### src/rtl/l1ca_search_sched.sv
`default_nettype none
// ============================================================================
// Module   : l1ca_search_sched
// Desc     : Walks an SV mask, runs one acquisition per enabled SV and emits
//            one thresholded result record per SV over valid/ready.
// Revision : 1.0 - initial release
// ============================================================================
module l1ca_search_sched #(
  parameter int CAPTURE_LEN  = 19200,
  parameter int WAIT_TIMEOUT = 1048575
) (
  input  logic        clk,
  input  logic        nrst,
  input  logic        go,
  input  logic        abort,
  input  logic [31:0] sv_mask,
  input  logic [31:0] threshold,
  output logic        srch_start,
  output logic [4:0]  srch_sv,
  input  logic        srch_busy,
  input  logic [31:0] srch_acc,
  input  logic [11:0] srch_code,
  input  logic [4:0]  srch_dop,
  output logic        res_valid,
  input  logic        res_ready,
  output logic [4:0]  res_sv,
  output logic [31:0] res_acc,
  output logic [11:0] res_code,
  output logic [4:0]  res_dop,
  output logic        res_found,
  output logic        res_timeout,
  output logic        busy,
  output logic        done,
  output logic [5:0]  det_count
);

  localparam int c_CAP_W  = $clog2(CAPTURE_LEN + 1);
  localparam int c_WAIT_W = $clog2(WAIT_TIMEOUT + 1);
  localparam logic [c_CAP_W-1:0]  c_CAP_LAST  = c_CAP_W'(CAPTURE_LEN - 1);
  localparam logic [c_CAP_W-1:0]  c_CAP_MAX   = c_CAP_W'(CAPTURE_LEN);
  localparam logic [c_CAP_W-1:0]  c_CAP_ONE   = c_CAP_W'(1);
  localparam logic [c_WAIT_W-1:0] c_WAIT_LAST = c_WAIT_W'(WAIT_TIMEOUT - 1);
  localparam logic [c_WAIT_W-1:0] c_WAIT_MAX  = c_WAIT_W'(WAIT_TIMEOUT);
  localparam logic [c_WAIT_W-1:0] c_WAIT_SKIP = c_WAIT_W'(2);
  localparam logic [c_WAIT_W-1:0] c_WAIT_ONE  = c_WAIT_W'(1);

  typedef enum logic [2:0] {
    S_IDLE    = 3'd0,
    S_CAPTURE = 3'd1,
    S_WAIT    = 3'd2,
    S_EMIT    = 3'd3,
    S_DONE    = 3'd4
  } state_t;

  state_t                r_state;
  state_t                w_state_nx;
  logic [c_CAP_W-1:0]    r_cap_cnt;
  logic [c_WAIT_W-1:0]   r_wait_cnt;
  logic [31:0]           r_mask;
  logic [31:0]           r_thr;
  logic                  w_accept;
  logic                  w_abort;
  logic                  w_cap_last;
  logic                  w_wait_idle;
  logic                  w_wait_expired;
  logic                  w_xfer;
  logic [31:0]           w_above;
  logic [5:0]            w_first;
  logic [5:0]            w_next;

  // Index of the lowest set bit; 32 means no bit set.
  function automatic logic [5:0] f_lowest(input logic [31:0] v);
    logic [5:0] idx;
    idx = 6'd32;
    for (int i = 31; i >= 0; i--) begin
      if (v[i]) idx = 6'(i);
    end
    return idx;
  endfunction

  assign w_accept       = (r_state == S_IDLE) && go && (sv_mask != 32'd0) && !srch_busy;
  assign w_abort        = abort && (r_state != S_IDLE);
  assign w_cap_last     = (r_cap_cnt == c_CAP_LAST);
  assign w_wait_idle    = (r_wait_cnt >= c_WAIT_SKIP) && !srch_busy;
  assign w_wait_expired = (r_wait_cnt == c_WAIT_LAST);
  assign w_xfer         = res_valid && res_ready;
  assign w_above        = r_mask & (32'hFFFF_FFFF << ({1'b0, srch_sv} + 6'd1));
  assign w_first        = f_lowest(sv_mask);
  assign w_next         = f_lowest(w_above);

  always_ff @(posedge clk or negedge nrst) begin
    if (!nrst) r_state <= S_IDLE;
    else       r_state <= w_state_nx;
  end

  always_comb begin
    w_state_nx = r_state;
    if (w_abort) begin
      w_state_nx = S_IDLE;
    end else begin
      case (r_state)
        S_IDLE:    if (w_accept) w_state_nx = S_CAPTURE;
        S_CAPTURE: if (w_cap_last) w_state_nx = S_WAIT;
        S_WAIT:    if (w_wait_idle || w_wait_expired) w_state_nx = S_EMIT;
        S_EMIT:    if (w_xfer) w_state_nx = w_next[5] ? S_DONE : S_CAPTURE;
        S_DONE:    w_state_nx = S_IDLE;
        default:   w_state_nx = S_IDLE;
      endcase
    end
  end

  always_ff @(posedge clk or negedge nrst) begin
    if (!nrst) begin
      srch_start  <= 1'b0;
      srch_sv     <= 5'd0;
      res_valid   <= 1'b0;
      res_sv      <= 5'd0;
      res_acc     <= 32'd0;
      res_code    <= 12'd0;
      res_dop     <= 5'd0;
      res_found   <= 1'b0;
      res_timeout <= 1'b0;
      busy        <= 1'b0;
      done        <= 1'b0;
      det_count   <= 6'd0;
      r_mask      <= 32'd0;
      r_thr       <= 32'd0;
      r_cap_cnt   <= '0;
      r_wait_cnt  <= '0;
    end else begin
      // Control outputs are registered copies of the next-state decode.
      srch_start <= (w_state_nx == S_CAPTURE);
      res_valid  <= (w_state_nx == S_EMIT);
      busy       <= (w_state_nx != S_IDLE);
      done       <= (w_state_nx == S_DONE);

      if (r_state != S_CAPTURE)     r_cap_cnt <= '0;
      else if (r_cap_cnt != c_CAP_MAX) r_cap_cnt <= r_cap_cnt + c_CAP_ONE;

      if (r_state != S_WAIT)          r_wait_cnt <= '0;
      else if (r_wait_cnt != c_WAIT_MAX) r_wait_cnt <= r_wait_cnt + c_WAIT_ONE;

      if (w_accept) begin
        r_mask    <= sv_mask;
        r_thr     <= threshold;
        det_count <= 6'd0;
        srch_sv   <= w_first[4:0];
      end

      if (!w_abort && (r_state == S_WAIT)) begin
        if (w_wait_idle) begin
          res_sv      <= srch_sv;
          res_acc     <= srch_acc;
          res_code    <= srch_code;
          res_dop     <= srch_dop;
          res_timeout <= 1'b0;
          res_found   <= (srch_acc >= r_thr);
        end else if (w_wait_expired) begin
          res_sv      <= srch_sv;
          res_acc     <= 32'd0;
          res_code    <= 12'd0;
          res_dop     <= 5'd0;
          res_timeout <= 1'b1;
          res_found   <= 1'b0;
        end
      end

      if (!w_abort && (r_state == S_EMIT) && w_xfer) begin
        if (res_found) det_count <= det_count + 6'd1;
        if (!w_next[5]) srch_sv <= w_next[4:0];
      end
    end
  end

endmodule
`default_nettype wire

### config.mk
export PLATFORM = sky130hd
export DESIGN_NAME = l1ca_search_sched
export DESIGN_NICKNAME = d
export VERILOG_FILES = /design/src/rtl/l1ca_search_sched.sv
export SDC_FILE = /design/constraint.sdc
export NUM_CORES = 1
export LEC_CHECK = 0
export CORE_MARGIN = 8
export CORE_UTILIZATION = 49
export CTS_BUF_LIST = sky130_fd_sc_hd__clkbuf_4 sky130_fd_sc_hd__clkbuf_8
export CTS_CLUSTER_SIZE = 20
export DETAILED_ROUTE_END_ITERATION = 8
export PLACE_DENSITY = 0.72
export SLEW_MARGIN = 15
export SYNTH_ARGS = -nofsm -noshare
export SYNTH_HDL_FRONTEND = slang
export SYNTH_SLANG_ARGS = --single-unit
### constraint.sdc
create_clock -name clk -period 7.36 [get_ports clk]
set_input_delay 1.104 -clock clk [delete_from_list [all_inputs] [get_ports clk]]
set_output_delay 1.104 -clock clk [all_outputs]
set_load 0.02 [all_outputs]
# After elaboration in Yosys (flattened, before gate mapping)
# Cells that the tools add are included.
classes:
  n_lt_le_gt_ge: 2
  n_shift: 1
  reduce_logical: 20
  n_addsub: 4
  n_mux: 93
  eq_ne: 12
  bitwise_logic: 1
op_table:
  columns: ["cell", "n"]
  rows:
  - ["two-way mux 6 bit", 35]
  - ["two-way mux 5 bit", 39]
  - ["two-way mux 32 bit", 2]
  - ["two-way mux 20 bit", 2]
  - ["AND 32 bit", 1]
  - [">= comparator 32 bit", 1]
  - ["nonzero test 32 bit", 1]
  - ["left shift 32 x 6 -> 32 bit (first input constant)", 1]
  - ["two-way mux 15 bit", 2]
  - ["two-way mux 12 bit", 2]
  - ["adder 20 x 1 -> 20 bit (second input constant)", 1]
  - ["equality test 20 bit (second input constant)", 1]
  - [">= comparator 20 x 2 -> 1 bit (second input constant)", 1]
  - ["inequality test 20 bit (second input constant)", 1]
  - ["two-way mux 3 bit", 6]
  - ["adder 15 x 1 -> 15 bit (second input constant)", 1]
  - ["equality test 15 bit (second input constant)", 1]
  - ["inequality test 15 bit (second input constant)", 1]
  - ["one-hot mux 3 bit (4 select lines)", 1]
  - ["equality test 3 x 2 -> 1 bit (second input constant)", 3]
  - ["logical AND 1 bit", 9]
  - ["adder 5 x 1 -> 6 bit (second input constant)", 1]
  - ["adder 6 x 1 -> 6 bit (second input constant)", 1]
  - ["equality test 3 x 1 -> 1 bit (second input constant)", 2]
  - ["10 further kinds", 17]
totals:
  register_bits: 173
  inputBits: 119
  out_inout_bits: 71
  wordCells: 150

# Depth between registers and ports, before layout
# Gate-level depths: netlist of the first run.
logic_depth:
  depth_word: 40
  ltp_mapped: 12
  depth_no_buf: 11

# Worst setup path after synthesis of the first run
# OpenSTA, ideal clock, no wires.
synth_timing:
  path_kind: "register to register"
  from: "register srch_sv[1]"
  to: "register busy"
  synth_period_minus_slack_ns: 3.158
  required_ns: 7.217
  t_arrival_ns: 3.014
  setup_time_ns: 0.143
  stages_incl_launch_ff: 11
  path_slack_ns: 4.202
  path_buffers: 0
  path_cell_list: "dfrtp_1 -> ha_1 -> inv_1 -> ha_1 -> nand2b_1 -> o21a_1 -> o41a_1 -> nor3_4 -> nand4_4 -> o311ai_4 -> o211ai_1"
synth_via:
  elab_chain_cells: 40
synth_rtl:
  columns: ["item", "line", "source"]
  rows:
  - ["start: declaration", "19", "output logic [4:0] srch_sv,"]
  - ["start signal: assignment", "147", "srch_sv <= w_first[4:0];"]
  - ["start signal: assignment", "170", "if (!w_next[5]) srch_sv <= w_next[4:0];"]
  - ["adder 5 x 1 -> 6 bit *", "87", "assign w_above = r_mask & (32'hFFFF_FFFF << ({1'b0, srch_sv} + 6'd1));"]
  - ["left shift 32 x 6 -> 32 bit *", "87", null]
  - ["AND 32 bit *", "87", null]
  - ["two-way mux 6 bit (31 in a row)", "76", "if (v[i]) idx = 6'(i);"]
  - ["two-way mux 6 bit *", "76", null]
  - ["two-way mux 3 bit * (2 in a row)", "105", "S_EMIT: if (w_xfer) w_state_nx = w_next[5] ? S_DONE : S_CAPTURE;"]
  - ["one-hot mux 3 bit (4 select lines) *", "101", "case (r_state)"]
  - ["two-way mux 3 bit *", "98", "if (w_abort) begin"]
  - ["nonzero test 3 bit *", "134", "busy <= (w_state_nx != S_IDLE);"]
  - ["end signal: assignment", "134", null]
  - ["end: declaration", "32", "output logic busy,"]
# Mark *: on every way between the ends. The rest lies on a longest branch, timed or not.
# A chain may end at the register's enable or synchronous reset.

# Final worst setup path of the first run
# Same ends and word-level chain as after synthesis.

==> flow_summary.ini, run 1 <==
[status]
outcome = complete, no violations

[final_layout]
stdcell_count = 1463
layout.nets = 1342
layout-drive-gt1-share_pct = 9.456
area_growth_pct = 26.86
final_cell_mix = 188 x clkdlybuf4s50_1, 173 x dfrtp_1, 157 x nand2_1, 102 x o21ai_0, 70 x nor2_1
final_common_cell = clkdlybuf4s50_1

[critical_path]
cp-end-kind = flip-flop
cp_num_buf_inv = 1
r2r-start = srch_sv[1]
cp.arrival_ns = 4.37
crit_family = compound AO/OA/AOI/OAI gates
start_kind = flip-flop
critPathKind = flip-flop to flip-flop
startpoint = srch_sv[1]
crit_fanout = 16
cpMostUsedCell = ha_1
crit_chain = ha_1 -> inv_1 -> ha_1 -> nand2b_1 -> o21a_1 -> o41a_1 -> nor3_4 -> nand4_4 -> o311ai_4 -> o211ai_1
slowest_delay_ns = 0.65
cpMaxStageDelayCell = dfrtp_1
worstPathRequired_ns = 7.69

[power]
power.switching_uw = 1278
comb_power_share_pct = 38.8
pwr-share-clk_pct = 21.2
p_seq_share_pct = 40.0
power.density_nw_per_um2 = 284.3
internal-power_uw = 2158
leakagePower_uw = 0.005148
vdd_drop_max_mv = 0.1716
switching_share_pct = 37.19

[global_routing]
first_global_vias = 7951
grt_pass1_wl_mm = 42.12
grt_max_degree = 109
antenna_found_initial = 5
grt.overflow.total = 0
grt_usage_pct = 22.04

[sta]
fin_setup_tns_ns = 0
setup_viol = 0
skew_ns = 0.01995
final-hold-violation-count = 0
max_freq_ghz = 0.2473
fin_crit_sh_pct = 54.94
rsz0062_at_grt = no
tightest_slew_ns = 0.9818
worst_hold_slack_ns = 0.4853
relSlewSlack_pct = 34.55
period_minus_slack_ns = 4.044
report.final.slew_viol_count = 0

[yosys]
synthesis.nets = 1169
syn_area_per_cell_um2 = 9.442
synthSimpleGateAreaFrac_pct = 18.60
synth_xor_area_share_pct = 3.139
synth_top_flop_cell = dfrtp_1
ys_warn_count = 0
ys_ff_latch = 173
synth_top_family_by_area = simple AND/OR/NAND/NOR gates
synth-compound-area-share_pct = 15.88
syn_inst = 1009
yosysSeqAreaShare_pct = 45.44
synthDistinctLibCells = 71
synth_edf_count = 0
muxShareOfSynthArea_pct = 7.736
synth_area_um2 = 9527
ys_async_sr_fraction_pct = 100.0
synthAdderAreaFrac_pct = 5.385

[die]
die_w_um = 155.4
dieArea_um2 = 24160
row_count = 51
initial_core_util_pct = 49.44
die_y_um = 155.4
ios = 190
fp.coreArea_um2 = 19270

[cts]
clockBufferDepth = 2
cts_tree = built
cts_resized = 0
cts_sinks = 173
cts_max_level = 4
cts.clk_slew.worst_paths_ns = 0.10
cts_buffers = 17
cts_setup_buffers = 0
cts_hold_buffers = 0
root_buffer = clkbuf_8
clkLatencyLatePin_ns = 0.48

[detailed_routing]
vias = 8128
routedWlPerCell_um = 17.87
drt_iter0_drc = 567
wirelength_mm = 26.15
ant_nets = 0
viasPerCell = 5.556
drt_drc_violations_left = 0
first_pass_iters = 5

[flow_run]
drv_cap = 0

[placement]
dp.cells = 1428
gp_congestion = 0.9385
port_buffers = 189
dp_hpwl_mm = 19.51

[min_path]
hp-class = flip-flop to flip-flop
hold_start = res_acc[31]
## per-layer routing
layer	up-vias	share of wire, %	track usage, %
met2	239	47	34.91
met3	42	7.0	5.908
li1	3944	-	-
met4	4	2.5	8.457
met5	-	0.092	0
met1	3899	43	28.35
## metrics by stage
stage          power, uW  setup WS [ns]  utilization (%)  cell area (um^2)
2_1_floorplan       2271          4.202                -              9527
3_3_place_gp        2665          3.233            60.43             11650
3_5_place_dp        2704          3.206            60.43             11650
4_1_cts             3444          3.361            62.67             12080
5_1_grt             3662          3.124            62.71             12090
6_report            3435          3.316            62.71             12090
## flip-flops by register name, indices dropped and copies added (netlist names), 3 cells and up
name and count:
det_count 6, r_wait_cnt 20, srch_sv 5, r_cap_cnt 15, r_state 3, r_mask 32, res_dop 5, r_thr 32
res_code 12, res_sv 5, res_acc 32
## worst register-to-register path, delay by kind of cell, from the launching register on
kind / cells / cell delay, ns
adders and majority gates: 2 / 0.96
DFF: 1 / 0.65
and+or+nand+nor: 3 / 0.88
buffers and inverters: 1 / 0.10
AOI/OAI and AO/OA: 4 / 1.31
## power by group through the flow
stage,sequential (uW),combinational [uW],clock [uW]
after floorplan,1320,948,0
after global placement,1380,1290,0
after detailed placement,1390,1320,0
after CTS,1370,1330,744
after global routing,1400,1480,781
final,1370,1330,729
## final timing paths
path                                 end  slack, ns  depth (start not counted)
max in group asynchronous  r_wait_cnt[1]       5.13                          2
hold / removal               res_acc[31]       0.49                          2
setup reg to reg                    busy       3.32                         10
hold reg to reg              res_acc[31]       0.49                          2
setup / recovery                    busy       3.32                         10
min in group asynchronous    res_code[5]       0.75                          1
## cells in the mapped netlist, types with 4 or more instances
library cell / instances / area [um^2]
dfrtp_1: 173 / 4329
nand2_1: 157 / 589.3
o21ai_0: 102 / 510.5
nor2_1: 70 / 262.8
mux2_2: 61 / 686.9
inv_1: 53 / 198.9
ha_1: 41 / 513.0
clkbuf_1: 35 / 131.4
a21oi_1: 31 / 155.2
nand3_1: 26 / 130.1
xor2_1: 23 / 201.4
and3_1: 18 / 112.6
nor4_1: 18 / 112.6
a21o_1: 14 / 105.1
nand4_1: 14 / 87.58
nor2b_1: 11 / 68.82
o211ai_1: 11 / 82.58
o21a_1: 10 / 75.07
a31oi_1: 8 / 50.05
and4_1: 8 / 70.07
nand2b_1: 8 / 50.05
xnor2_1: 8 / 70.07
and2_1: 7 / 43.79
a21boi_0: 6 / 45.04
nor3_1: 6 / 30.03
a211oi_1: 5 / 37.54
mux2i_1: 5 / 50.05
o21bai_1: 4 / 30.03
or3_1: 4 / 25.02
## area by class of cell
class | count | area, um^2
inverter | 53 | 198.9
antenna | 3 | 7.507
tap | 265 | 331.6
multi-input combinational | 743 | 4856
clock inverter | 14 | 183.9
timing repair buffer | 194 | 1931
clock buffer | 18 | 247.7
fill | 1678 | 7186
sequential | 173 | 4329
## cells by family after synthesis
logic type,after synthesis
flip-flops,173
AND/OR/NAND/NOR,367
multiplexers,66
XOR/XNOR,32
adder cells (fa/ha/maj),41
AO/OA/AOI/OAI,237
buffers and inverters,93
(Power assumes the default switching activity.)
==> run 2, diff against run 1 <==
==> constraint.sdc (replaced) <==
create_clock -name clk -period 3.9 [get_ports clk]
set_input_delay 0.585 -clock clk [delete_from_list [all_inputs] [get_ports clk]]
set_output_delay 0.585 -clock clk [all_outputs]
set_load 0.02 [all_outputs]
==> flow_summary.ini, run 2 (synthesized netlist as in run 1, its figures left out) <==
[critical_path]
cpMaxStageDelayCell = dfrtp_1
critPathKind = flip-flop to flip-flop
cp.arrival_ns = 3.81
cpMostUsedCell = ha_1
r2r-start = srch_sv[0]
worstPathRequired_ns = 4.23
startpoint = srch_sv[0]
crit_fanout = 10
cp-end-kind = flip-flop
slowest_delay_ns = 0.51
start_kind = flip-flop
crit_chain = ha_1 -> inv_1 -> ha_1 -> buf_4 -> nor2_1 -> a21boi_0 -> o41a_1 -> nor3_4 -> nand4_4 -> o311ai_4 -> o211ai_1

[cts]
cts_sinks = 173
cts_setup_buffers = 0
clkLatencyLatePin_ns = 0.47
cts.clk_slew.worst_paths_ns = 0.11
cts_hold_buffers = 0
cts_tree = built
cts_buffers = 17
cts_max_level = 4
clockBufferDepth = 2
root_buffer = clkbuf_8
cts_resized = 0

[sta]
fin_crit_sh_pct = 89.39
fin_setup_tns_ns = 0
max_freq_ghz = 0.2869
report.final.slew_viol_count = 0
skew_ns = 0.01931
relSlewSlack_pct = 31.36
setup_viol = 0
rsz0062_at_grt = no
tightest_slew_ns = 1.020
period_minus_slack_ns = 3.486
final-hold-violation-count = 0

[placement]
port_buffers = 189
dpl-instance-area_um2 = 11750
gp_congestion = 0.9424
dp_hpwl_mm = 20.05

[min_path]
hp-class = primary input to async pin

[final_layout]
reg_top3 = r_mask x32, r_thr x32, res_acc x32
area_growth_pct = 28.05
layout-drive-gt1-share_pct = 10.21
stdcell_area_um2 = 12200
final_common_cell = clkdlybuf4s50_1
layout.nets = 1352
final_cell_mix = 188 x clkdlybuf4s50_1, 173 x dfrtp_1, 157 x nand2_1, 102 x o21ai_0, 70 x nor2_1

[die]
fp.coreArea_um2 = 19270
initial_core_util_pct = 49.44
ios = 190
die_w_um = 155.4
die_y_um = 155.4
row_count = 51
dieArea_um2 = 24160

[detailed_routing]
routedWlPerCell_um = 17.98
wl_met1_mm = 12.08
first_pass_iters = 4
route.met2.wl_mm = 12.58
routed.top_layer = met4
met3_length_mm = 1.401
vias = 8043
drt_iter0_drc = 456
ant_nets = 0
wirelength_mm = 26.48
viasPerCell = 5.460
drt_drc_violations_left = 0

[global_routing]
first_global_vias = 7915
grt_pass1_wl_mm = 42.97
grt_usage_pct = 22.60
grt_max_degree = 102
antenna_found_initial = 3
grt.overflow.total = 0

[flow_run]
drv_cap = 0

[status]
outcome = complete, no violations

[power]
power.density_nw_per_um2 = 542.4
leakagePower_uw = 0.005223
vdd_drop_max_mv = 0.3095
==> run 2: changes by cell type in the layout (fill, tap and decap cells not counted), moves of 2 or more <==
cell,previous run,this run
buf_4,5,13
buf_12,0,2
clkinv_4,3,1
clkinvlp_4,4,2
inv_6,3,5
==> run 2: layout make-up <==
class,count,area [um^2]
Sequential cell,173,4329
Antenna cell,3,7.507
Timing Repair Buffer,204,2031
Inverter,53,198.9
Clock inverter,14,203.9
Clock buffer,18,241.5
Fill cell,1657,7072
Tap cell,265,331.6
Multi-Input combinational cell,743,4856
==> run 2: final timing paths <==
| path | endpoint | slack [ns] | depth (start not counted) |
|---|---|---|---|
| setup reg to reg | busy | 0.41 | 11 |
| min in group clk | res_acc[17] | 0.48 | 2 |
| hold reg to reg | res_acc[17] | 0.48 | 2 |
| hold / removal | res_code[1] | 0.23 | 1 |
| setup / recovery | busy | 0.41 | 11 |
| max in group asynchronous | r_mask[29] | 2.66 | 2 |
==> run 2: critical path: cells and delay by family, from the launching register on <==
kind | cells | cell delay [ns]
fa+ha+maj | 2 | 0.79
buf+inv | 2 | 0.30
simple gates | 3 | 0.63
flops | 1 | 0.51
compound gates | 4 | 1.12
==> run 2: per-stage QoR <==
step                hold WS [ns]  power, uW  cells  setup WS, ns  utilization, %
floorplan                 0.2894       4285   1009        0.7421               -
global placement          0.4607       5152   1438        0.6144           60.95
detailed placement        0.4688       5172   1438        0.4696           60.95
CTS                       0.2488       6639   1470        0.4328           63.26
global route              0.2733       7051   1473        0.1807           63.30
finish                    0.2295       6617   1473        0.4139           63.30
==> run 2: routing by layer <==
metal  GRT usage [%]  vias up
li1                -     3955
met1           30.25     3856
met2           36.12      202
met3           4.854       30
met4           6.793        0
met5               0        -
==> run 2: power by group <==
| part | switching, uW | internal, uW |
|---|---|---|
| Sequential | 357 | 2200 |
| Clock | 708 | 719 |
| Combinational | 1380 | 1260 |
==> run 3, diff against run 2 <==
--- a/config.mk
+++ b/config.mk
@@ -6,11 +6,11 @@
 export NUM_CORES = 1
 export LEC_CHECK = 0
 export CORE_MARGIN = 8
-export CORE_UTILIZATION = 49
+export CORE_UTILIZATION = 54
 export CTS_BUF_LIST = sky130_fd_sc_hd__clkbuf_4 sky130_fd_sc_hd__clkbuf_8
 export CTS_CLUSTER_SIZE = 20
 export DETAILED_ROUTE_END_ITERATION = 8
-export PLACE_DENSITY = 0.72
+export PLACE_DENSITY = 0.95
 export SLEW_MARGIN = 15
 export SYNTH_ARGS = -nofsm -noshare
 export SYNTH_HDL_FRONTEND = slang
==> flow_summary.ini, run 3 (synthesized netlist as in run 1, its figures left out) <==
[status]
outcome = complete, no violations

[cts]
cts.clk_slew.worst_paths_ns = 0.10
cts_resized = 0
cts_max_level = 4
cts_hold_buffers = 0
root_buffer = clkbuf_8
clkLatencyLatePin_ns = 0.47
cts_setup_buffers = 0
cts_sinks = 173
cts_tree = built
clockBufferDepth = 2
cts_buffers = 17

[die]
fp.coreArea_um2 = 17300
row_count = 48
die_w_um = 148.8
die_y_um = 148.8
ios = 190
dieArea_um2 = 22150
initial_core_util_pct = 55.08

[critical_path]
critPathKind = flip-flop to flip-flop
cp_num_buf_inv = 1
cpMostUsedCell = ha_1
slowest_delay_ns = 0.52
cp-end-kind = flip-flop
worstPathRequired_ns = 4.23
crit_fanout = 10
cpMaxStageDelayCell = dfrtp_1
crit_family = compound AO/OA/AOI/OAI gates
start_kind = flip-flop
cp.arrival_ns = 3.76
crit_chain = ha_1 -> inv_1 -> ha_1 -> nand2b_1 -> o21a_1 -> o41a_1 -> nor3_4 -> nand4_4 -> o311ai_4 -> o211ai_1

[placement]
port_buffers = 189
pre_cts_ws_ns = 0.5365
gp_congestion = 0.9311
dp_hpwl_mm = 20.82

[sta]
relSlewSlack_pct = 39.59
final-hold-violation-count = 0
max_freq_ghz = 0.2916
rsz0062_at_grt = no
setup_slack_ns = 0.4709
fin_crit_sh_pct = 87.93
setup_viol = 0
tightest_slew_ns = 0.8978
fin_setup_tns_ns = 0
skew_ns = 0.01454
report.final.slew_viol_count = 0
period_minus_slack_ns = 3.429

[global_routing]
first_global_vias = 8527
antenna_found_initial = 0
grt_max_degree = 95
grt_usage_pct = 25.07
grt.overflow.total = 0
grt_pass1_wl_mm = 44.62

[final_layout]
diodes = 0
area_growth_pct = 26.85
seq_area_um2 = 4329
final_cell_mix = 188 x clkdlybuf4s50_1, 173 x dfrtp_1, 157 x nand2_1, 102 x o21ai_0, 70 x nor2_1
layout.nets = 1352
final_common_cell = clkdlybuf4s50_1
layout-drive-gt1-share_pct = 10.21
multiInputGateArea_um2 = 4856
reg_top3 = r_mask x32, r_thr x32, res_acc x32
fillCellCount = 1260

[power]
finalPower_uw = 6497
comb_power_share_pct = 40.8
p_seq_share_pct = 39.6
pwr-share-clk_pct = 19.6
internal-power_uw = 3997
vdd_drop_max_mv = 0.3693
leakagePower_uw = 0.005196
power.density_nw_per_um2 = 537.7
power.switching_uw = 2501
switching_share_pct = 38.49

[detailed_routing]
vias = 8512
drt_iter0_drc = 770
first_pass_iters = 5
ant_nets = 0
viasPerCell = 5.952
routedWlPerCell_um = 19.34
wirelength_mm = 27.66
drt_drc_violations_left = 0

[flow_run]
drv_cap = 0

[min_path]
hp-class = primary input to async pin
==> run 3: cell types whose count changed in the layout (fill, tap and decap cells not counted), moves of 2 or more <==
cell	delta
bufinv_16	-3
clkinv_4	+3
diode_2	-3
inv_6	-3
inv_8	+2
==> run 3: metal layers <==
layer / wire (um) / vias up / track usage (%) / share of wire (%)
li1: - / 3957 / - / -
met1: 11160 / 4126 / 31.20 / 40
met2: 13490 / 363 / 41.52 / 49
met3: 2075 / 66 / 5.340 / 7.5
met4: 930 / 0 / 10.75 / 3.4
met5: 0 / - / 0 / 0
==> run 3: path summary, 6_finish.rpt <==
check	startpoint	to	slack [ns]	cells after the start
max in group asynchronous	nrst	res_acc[8]	2.75	2
hold / removal	nrst	res_code[0]	0.19	1
setup reg to reg	srch_sv[0]	busy	0.47	10
setup / recovery	srch_sv[0]	busy	0.47	10
hold reg to reg	res_code[0]	res_code[0]	0.49	2
min in group clk	res_code[0]	res_code[0]	0.49	2
==> run 3: through the flow <==
step                      hold slack [ns]  cells  utilization (%)  cell area (um^2)
after floorplan                    0.2894   1009                -              9527
after global placement             0.4612   1398            67.55             11680
after detailed placement           0.4691   1398            67.55             11680
after CTS                          0.2168   1430            69.86             12080
after global routing               0.2388   1430            69.86             12080
final                              0.1904   1430            69.86             12080
==> run 3: area by class of cell <==
cell class,instances,area share [%]
well taps,225,2.330
repair buffers,204,16.70
inverters,53,1.646
clock buffers,18,2.050
flip-flops and latches,173,35.83
multi-input cells,743,40.18
clock inverters,14,1.263
==> run 3: power groups by stage <==
| stage | combinational, uW | clock (uW) | sequential, uW |
|---|---|---|---|
| after floorplan | 1790 | 0 | 2500 |
| after global placement | 2510 | 0 | 2550 |
| after detailed placement | 2590 | 0 | 2580 |
| after CTS | 2620 | 1290 | 2550 |
| after global routing | 2890 | 1360 | 2610 |
| final | 2650 | 1270 | 2570 |
